--- src/rtl/dsp_pack_pkg.sv ---
// rtl/dsp_pack_pkg.sv - shared types and limits for the SIMD operand packer
package dsp_pack_pkg;

   localparam int DSP_SIMD_W = 48;
   localparam int MAX_LANES  = 4;

   typedef enum logic {
      FILL = 1'b0,
      FULL = 1'b1
   } gather_state_t;

   typedef logic [1:0] lane_idx_t;

endpackage

--- src/rtl/dsp_pack_out_reg.sv ---
// rtl/dsp_pack_out_reg.sv - single-entry valid/ready holding register for packed words
module dsp_pack_out_reg
   import dsp_pack_pkg::*;
#(
   parameter int dw = DSP_SIMD_W,
   parameter int mw = MAX_LANES
) (
   input  logic          clock,
   input  logic          reset,
   input  logic          load_valid,
   output logic          load_ready,
   input  logic [dw-1:0] load_a,
   input  logic [dw-1:0] load_b,
   input  logic [mw-1:0] load_mask,
   output logic          out_valid,
   input  logic          out_ready,
   output logic [dw-1:0] out_a,
   output logic [dw-1:0] out_b,
   output logic [mw-1:0] out_mask
);

   // Accept a new word while empty or while the held word leaves this cycle.
   assign load_ready = !out_valid || out_ready;

   always_ff @(posedge clock) begin
      if (!reset) begin
         out_valid <= 1'b0;
         out_a     <= '0;
         out_b     <= '0;
         out_mask  <= '0;
      end else if (load_valid && load_ready) begin
         out_valid <= 1'b1;
         out_a     <= load_a;
         out_b     <= load_b;
         out_mask  <= load_mask;
      end else if (out_ready) begin
         out_valid <= 1'b0;
      end
   end

endmodule

--- src/rtl/dsp_simd_pack.sv ---
// rtl/dsp_simd_pack.sv - gathers scalar (a,b) pairs into SIMD words; DSP_PACK_FLUSH_EN adds flush
module dsp_simd_pack
   import dsp_pack_pkg::*;
#(
   parameter int width = 12,
   parameter int lanes = 4
) (
   input  logic                   clock,
   input  logic                   reset,
   input  logic                   in_valid,
   output logic                   in_ready,
   input  logic [width-1:0]       in_a,
   input  logic [width-1:0]       in_b,
   output logic                   out_valid,
   input  logic                   out_ready,
   output logic [width*lanes-1:0] out_a,
   output logic [width*lanes-1:0] out_b,
   output logic [lanes-1:0]       out_mask
`ifdef DSP_PACK_FLUSH_EN
   ,
   input  logic                   flush
`endif
);

   localparam int W = width * lanes;

   gather_state_t  state, state_n;
   lane_idx_t      idx, idx_n;
   logic [W-1:0]   gather_a, gather_b, gather_a_n, gather_b_n;
   logic [lanes-1:0] gather_mask, gather_mask_n;

   logic           flush_req;
   logic           accept, complete, load_ready, word_valid;
   logic [W-1:0]   fill_a, fill_b, word_a, word_b;
   logic [lanes-1:0] fill_mask, word_mask;

`ifdef DSP_PACK_FLUSH_EN
   assign flush_req = flush;
`else
   assign flush_req = 1'b0;
`endif

   assign in_ready = (state == FILL);

   always_comb begin
      accept    = in_valid && in_ready;
      fill_a    = gather_a;
      fill_b    = gather_b;
      fill_mask = gather_mask;
      for (int i = 0; i < lanes; i++) begin
         if (accept && idx == lane_idx_t'(i)) begin
            fill_a[i*width +: width] = in_a;
            fill_b[i*width +: width] = in_b;
            fill_mask[i]             = 1'b1;
         end
      end
      // fill_mask already counts a same-cycle accept, so flush sees k correctly.
      complete = (state == FILL) &&
                 ((accept && idx == lane_idx_t'(lanes - 1)) ||
                  (flush_req && fill_mask != '0));
      word_valid = (state == FULL) || complete;
      word_a     = (state == FULL) ? gather_a    : fill_a;
      word_b     = (state == FULL) ? gather_b    : fill_b;
      word_mask  = (state == FULL) ? gather_mask : fill_mask;
   end

   always_comb begin
      state_n       = state;
      idx_n         = idx;
      gather_a_n    = gather_a;
      gather_b_n    = gather_b;
      gather_mask_n = gather_mask;
      case (state)
         FILL: begin
            if (complete) begin
               idx_n = '0;
               if (load_ready) begin
                  gather_a_n    = '0;
                  gather_b_n    = '0;
                  gather_mask_n = '0;
               end else begin
                  gather_a_n    = fill_a;
                  gather_b_n    = fill_b;
                  gather_mask_n = fill_mask;
                  state_n       = FULL;
               end
            end else if (accept) begin
               gather_a_n    = fill_a;
               gather_b_n    = fill_b;
               gather_mask_n = fill_mask;
               idx_n         = idx + 2'd1;
            end
         end
         FULL: begin
            if (load_ready) begin
               gather_a_n    = '0;
               gather_b_n    = '0;
               gather_mask_n = '0;
               state_n       = FILL;
            end
         end
         default: state_n = FILL;
      endcase
   end

   always_ff @(posedge clock) begin
      if (!reset) begin
         state       <= FILL;
         idx         <= '0;
         gather_a    <= '0;
         gather_b    <= '0;
         gather_mask <= '0;
      end else begin
         state       <= state_n;
         idx         <= idx_n;
         gather_a    <= gather_a_n;
         gather_b    <= gather_b_n;
         gather_mask <= gather_mask_n;
      end
   end

   dsp_pack_out_reg #(
      .dw (W),
      .mw (lanes)
   ) u_out_reg (
      .clock      (clock),
      .reset      (reset),
      .load_valid (word_valid),
      .load_ready (load_ready),
      .load_a     (word_a),
      .load_b     (word_b),
      .load_mask  (word_mask),
      .out_valid  (out_valid),
      .out_ready  (out_ready),
      .out_a      (out_a),
      .out_b      (out_b),
      .out_mask   (out_mask)
   );

endmodule

--- config.mk ---
export PLATFORM = sky130hd
export DESIGN_NAME = dsp_simd_pack
export DESIGN_NICKNAME = d
export VERILOG_FILES = /design/src/rtl/dsp_pack_pkg.sv /design/src/rtl/dsp_pack_out_reg.sv /design/src/rtl/dsp_simd_pack.sv
export SDC_FILE = /design/constraint.sdc
export NUM_CORES = 1
export LEC_CHECK = 0
export ABC_AREA = 1
export CAP_MARGIN = 15
export CORE_ASPECT_RATIO = 0.6
export CORE_MARGIN = 1
export CORE_UTILIZATION = 51
export CTS_BUF_LIST = sky130_fd_sc_hd__clkbuf_16
export DETAILED_ROUTE_END_ITERATION = 16
export GPL_ROUTABILITY_DRIVEN = 0
export PLACE_DENSITY = 0.75
export SYNTH_ARGS = -nofsm -noshare
export SYNTH_HDL_FRONTEND = slang
export SYNTH_SLANG_ARGS = --single-unit
--- constraint.sdc ---
create_clock -name clock -period 1.8 [get_ports clock]
set_input_delay 0.27 -clock clock [delete_from_list [all_inputs] [get_ports clock]]
set_output_delay 0.27 -clock clock [all_outputs]
set_load 0.05 [all_outputs]
Yosys cells after proc, flatten, opt, wreduce, memory -nomap -nowiden

Index checks and enable logic that the tools add are counted.

Bits of input ports: 28
Register bits after elaboration: 204

$add $sub $neg: 1
Bitwise operators: 1
Equality and inequality tests: 5
Multiplexer cells: 36
Reductions and logical operators: 15

Operator list:

| cell                                                                   | number |
|---|---|
| 48-bit two-way mux                                                     | 9 |
| 48-bit case mux with 2 select lines                                    | 2 |
| 12-bit two-way mux                                                     | 8 |
| 4-bit two-way mux                                                      | 5 |
| 1-bit two-way mux                                                      | 8 |
| 4-bit case mux with 2 select lines                                     | 1 |
| 1-bit logical AND                                                      | 7 |
| 2-bit equality test (second input constant)                            | 2 |
| 2-bit two-way mux                                                      | 2 |
| 2-bit AND reduction                                                    | 2 |
| 2-bit nonzero test                                                     | 2 |
| 3-bit by 1-bit != test with 1-bit output (second input constant)       | 1 |
| 2-bit by 1-bit adder with 2-bit output (second input constant)         | 1 |
| 2-bit by 1-bit equality test with 1-bit output (second input constant) | 1 |
| 2-bit logical NOT                                                      | 1 |
| 1-bit logical OR                                                       | 2 |
| 2-bit by 1-bit != test with 1-bit output (second input constant)       | 1 |
| 1-bit case mux with 2 select lines                                     | 1 |
| 1-bit logical NOT                                                      | 1 |
| 1-bit NOT                                                              | 1 |

Longest topological paths before layout

Word-level depth: 7
Gate-level depth with buffers: 10
Mapped depth without buffers: 8

By module

Synthesis repeated with hierarchy kept, for this count alone.

Cell total of the unflattened synthesis: 1660
Area total of the unflattened synthesis: 10620.2 um^2

By module, submodules not included:

| module           | area an instance (um^2) | seq. area each (um^2) | instances | cells each |
|---|---|---|---|---|
| dsp_simd_pack    | 6042.0                  | 2062.0                | 1         | 1000 |
| dsp_pack_out_reg | 4578.1                  | 2021.9                | 1         | 660 |

Worst setup path after synthesis

OpenSTA, ideal clock, no wires.

Kind: flip-flop to flip-flop
Start: register state
End: register u_out_reg.out_b[10]
Cell stages (with the launch flop): 8
Arrival time: 1.584 ns
Required time: 1.682 ns
Period minus slack after synthesis: 1.702 ns
Slack: 0.098 ns
Cells stage by stage: dfxtp_1 > buf_4 > inv_4 > buf_2 > clkbuf_1 > o21ai_0 > nor2_1 > nor2_1

Longest elaborated chain between the ends: 6

RTL lines:

| item                           | line                   | source |
|---|---|---|
| start, declared                | dsp_simd_pack.sv:27    | `gather_state_t state, state_n;` |
| start signal, assigned         | dsp_simd_pack.sv:114   | `state <= state_n;` |
| 1-bit NOT (no source line) (*) | -                      |  |
| net in_ready                   | dsp_simd_pack.sv:11    | `output logic in_ready,` |
| 1-bit logical AND              | dsp_simd_pack.sv:46    | `accept = in_valid && in_ready;` |
| 1-bit logical AND              | dsp_simd_pack.sv:59    | `((accept && idx == lane_idx_t'(lanes - 1)) \|\|` |
| 1-bit logical AND              | dsp_simd_pack.sv:58    | `complete = (state == FILL) &&` |
| 1-bit logical OR               | dsp_simd_pack.sv:61    | `word_valid = (state == FULL) \|\| complete;` |
| 1-bit logical AND              | dsp_pack_out_reg.sv:31 | `end else if (load_valid && load_ready) begin` |
| end signal, assigned           | dsp_pack_out_reg.sv:34 | `out_b <= load_b;` |
| end, declared                  | dsp_pack_out_reg.sv:18 | `output logic [dw-1:0] out_b,` |

Mark *: on every way through the listed nets, which the timed path passes. The rest lies on a longest branch.
A chain may end at the register's enable or synchronous reset.

Worst setup path in the final report

Start: register state
End: output port in_ready

Longest elaborated chain between the ends: 1

RTL lines:

| item                       | line |
|---|---|
| 1-bit NOT (no source line) | - |
| end, declared              | dsp_simd_pack.sv:11 |

No other way between the ends.

==> flow_metrics.env <==
export IMPL_die_h_um=106.2
export IMPL_hold_viol=0
export IMPL_drtAntennaViolNets=0
export IMPL_grt_total_usage_pct=27.84
export IMPL_io_pins=130
export IMPL_drc=0
export IMPL_cts_buffers=20
export IMPL_antenna_found_initial=0
export IMPL_fin_cells=1756
export IMPL_grt_ovfl_total=0
export IMPL_holdWs_ps=313.9
export IMPL_viasPerCell=5.201
export IMPL_dp_cells=1723
export IMPL_worst_slew_margin_rel_pct=65.82
export IMPL_setup_viol=0
export IMPL_critical_path_class="flop to output port"
export IMPL_hp_start="reset"
export IMPL_avgSynthCellArea_um2=6.590
export IMPL_die_w_um=175.6
export IMPL_areaGrowthSynthToFinish_pct=22.61
export IMPL_worstHoldEndpoint="u_out_reg.out_b[3]"
export IMPL_syn_cell_area_mm2=0.009226
export IMPL_start_util_pct=53.00
export IMPL_synthFlopType="dfxtp_1"
export IMPL_root_buffer="clkbuf_16"
export IMPL_post_route_min_period_ps=1749
export IMPL_port_buffers=129
export IMPL_final_cell_mix="nand2_1 (553), dfxtp_1 (203), nor2_1 (201)"
export IMPL_clock_path_buffers=3
export IMPL_ys_seq_elements=204
export IMPL_reg2reg_from="idx[0]"
export IMPL_worstMarginPinSlew_ps=512.7
export IMPL_maxCapViolCount=0
export IMPL_p_leak_uw=0.004987
export IMPL_nFillCells=1569
export IMPL_timing_final_ws_setup_ps=50.59
export IMPL_worstRegToRegCells=8
export IMPL_rsz0062_at_grt="no"
export IMPL_required_ps=1530
export IMPL_r2r_setup_slack_ps=150
export IMPL_fmax_mhz=571.6
export IMPL_peakVddDrop_mv=0.5137
export IMPL_yosys_area_top_type="dfxtp_1"
export IMPL_skew_ps=7.015
export IMPL_synthesis_nets=1432
export IMPL_drive_gt1_share_pct=11.70
export IMPL_ys_warnings_count=0
export IMPL_async_flop_share_pct=0
export IMPL_antenna_cells=0
export IMPL_cts_tree="yes"
export IMPL_worstHoldPathType="input port to flop"
export IMPL_clk_latency_ps=500
export IMPL_power_uw=9864
export IMPL_crit_fanout=28
export IMPL_cp_arrival_ps=1480
export IMPL_grt_max_degree=74
export IMPL_synth_edff_count=0
export IMPL_hold_depth=4
export IMPL_h_tree_depth=1
export IMPL_routed_wl_mm=26.09
export IMPL_num_rows=37
export IMPL_path_clk_slew_ps=60
export IMPL_grt_pass1_wl_mm=41.90
export IMPL_coreArea_mm2=0.01741
export IMPL_drv_slew=0
export IMPL_drt_iter0_markers=801
export IMPL_finalCritPeriodShare_pct=97.19
export IMPL_vias=9133
export IMPL_syn_inst=1400
export IMPL_seqCellArea_mm2=0.004085
export IMPL_layout_nets=1544
export IMPL_dp_hpwl_mm=17.34
export IMPL_dr_pass1_iters=6
export IMPL_status="finished, final reports clean"
export IMPL_synth_cell_type_count=28
export IMPL_grt_pass1_vias=8246
export IMPL_powerDensity_mw_per_mm2=872.0
export IMPL_cp_start_kind="flop"
export IMPL_die_area_mm2=0.01865
export IMPL_synth_yosys_seq_area_share_pct=44.26
export IMPL_cts_sinks=204
export IMPL_detail_route_wl_per_cell_um=14.86
export IMPL_dp_worst_setup_slack_ps=-157.7
export IMPL_cts_setup_buffers=0
export IMPL_multi_input_area_mm2=0.004457
export IMPL_netlist_area_leader_share_pct=44.26
export IMPL_cp_end_kind="output port"
export IMPL_r2r_end="gather_a[32]"
export IMPL_synth_area_leaders="dfxtp_1 (44%), nand2_1 (22%), nor2_1 (8.2%), a21oi_1 (6.5%), o21ai_0 (5.9%)"
export IMPL_mostFrequentLayoutCell="nand2_1"
## cells in the mapped netlist (2+ instances only)
library cell  count
nand3_2           2
nor2_2            3
buf_6            11
a211oi_1          2
nand2_1         553
nand3_1          45
buf_1             2
or2_2             4
ha_1              4
nor2_1          201
inv_2             4
nand3b_1          4
inv_1            38
o21ai_0         109
dfxtp_1         204
nor2_4            3
clkbuf_1         34
nand2_2           2
a21oi_1         119
buf_2            42
buf_4             7
## per-layer routing
| metal | global-route usage [%] | vias to the layer above | part of all wire, % |
|---|---|---|---|
| li1 | - | 4627 | - |
| met1 | 41.84 | 4083 | 48 |
| met2 | 40.65 | 386 | 41 |
| met3 | 5.722 | 37 | 9.7 |
| met4 | 5.714 | 0 | 1.6 |
| met5 | 0 | - | 0 |
## kinds of logic (layout without fill, tap and decap cells)
logic type	after synthesis	count (layout)	synth area share, %
AOI/OAI and AO/OA	231	231	12.63
and+or+nand+nor	822	822	35.14
adders and majority gates	4	4	0.5425
DFF	204	204	44.26
buffers and inverters	139	261	7.432
## sequential cells by signal (all words and copies together) (netlist names)
register / count
state: 1
gather_mask: 4
u_out_reg.out_b: 48
gather_a: 48
u_out_reg.out_valid: 1
gather_b: 48
u_out_reg.out_mask: 4
u_out_reg.out_a: 48
idx: 2
## where the power goes
| part | internal (uW) | total [uW] | switching (uW) | leakage, uW |
|---|---|---|---|---|
| Combinational | 375 | 1170 | 793 | 0.00301 |
| Clock | 2240 | 4000 | 1760 | 0.000324 |
| Sequential | 4630 | 4700 | 67.4 | 0.00165 |
## final cells by class
type / count / area share [%]
Clock inverter: 11 / 0.6858
Timing Repair Buffer: 186 / 15.11
Sequential cell: 204 / 36.11
Tap cell: 234 / 2.588
Inverter: 43 / 1.460
Multi-Input combinational cell: 1057 / 39.40
Clock buffer: 21 / 4.646
## worst max path at each step
stage | start | to | slack [ps] | cells after the start
2_1_floorplan | state | u_out_reg.out_b[10] | 100 | 7
3_3_place_gp | in_valid | u_out_reg.out_a[35] | -90 | 7
3_5_place_dp | in_valid | u_out_reg.out_a[35] | -160 | 7
4_1_cts | state | in_ready | 2 | 3
5_1_grt | state | in_ready | 20 | 3
6_report | state | in_ready | 50 | 3
## critical path, cell delays in order, from the launching register on
cell and delay, ps:
dfxtp_2 370, inv_4 210, buf_16 220, buf_12 160
## stage by stage
stage	setup TNS (ps)	util, %	instance area (um^2)
finish	0	64.99	11310
global route	0	64.99	11310
CTS	0	64.80	11280
floorplan	0	-	9226
detailed placement	-11320	61.55	10710
global placement	-5301	61.55	10710
## what timing repair did
item,4_1_cts,5_1_grt
gates cloned,0,1
gates resized for setup,30,1
hold buffers,0,0
endpoints found under the setup margin,30,1
(Power assumes the default switching activity.)
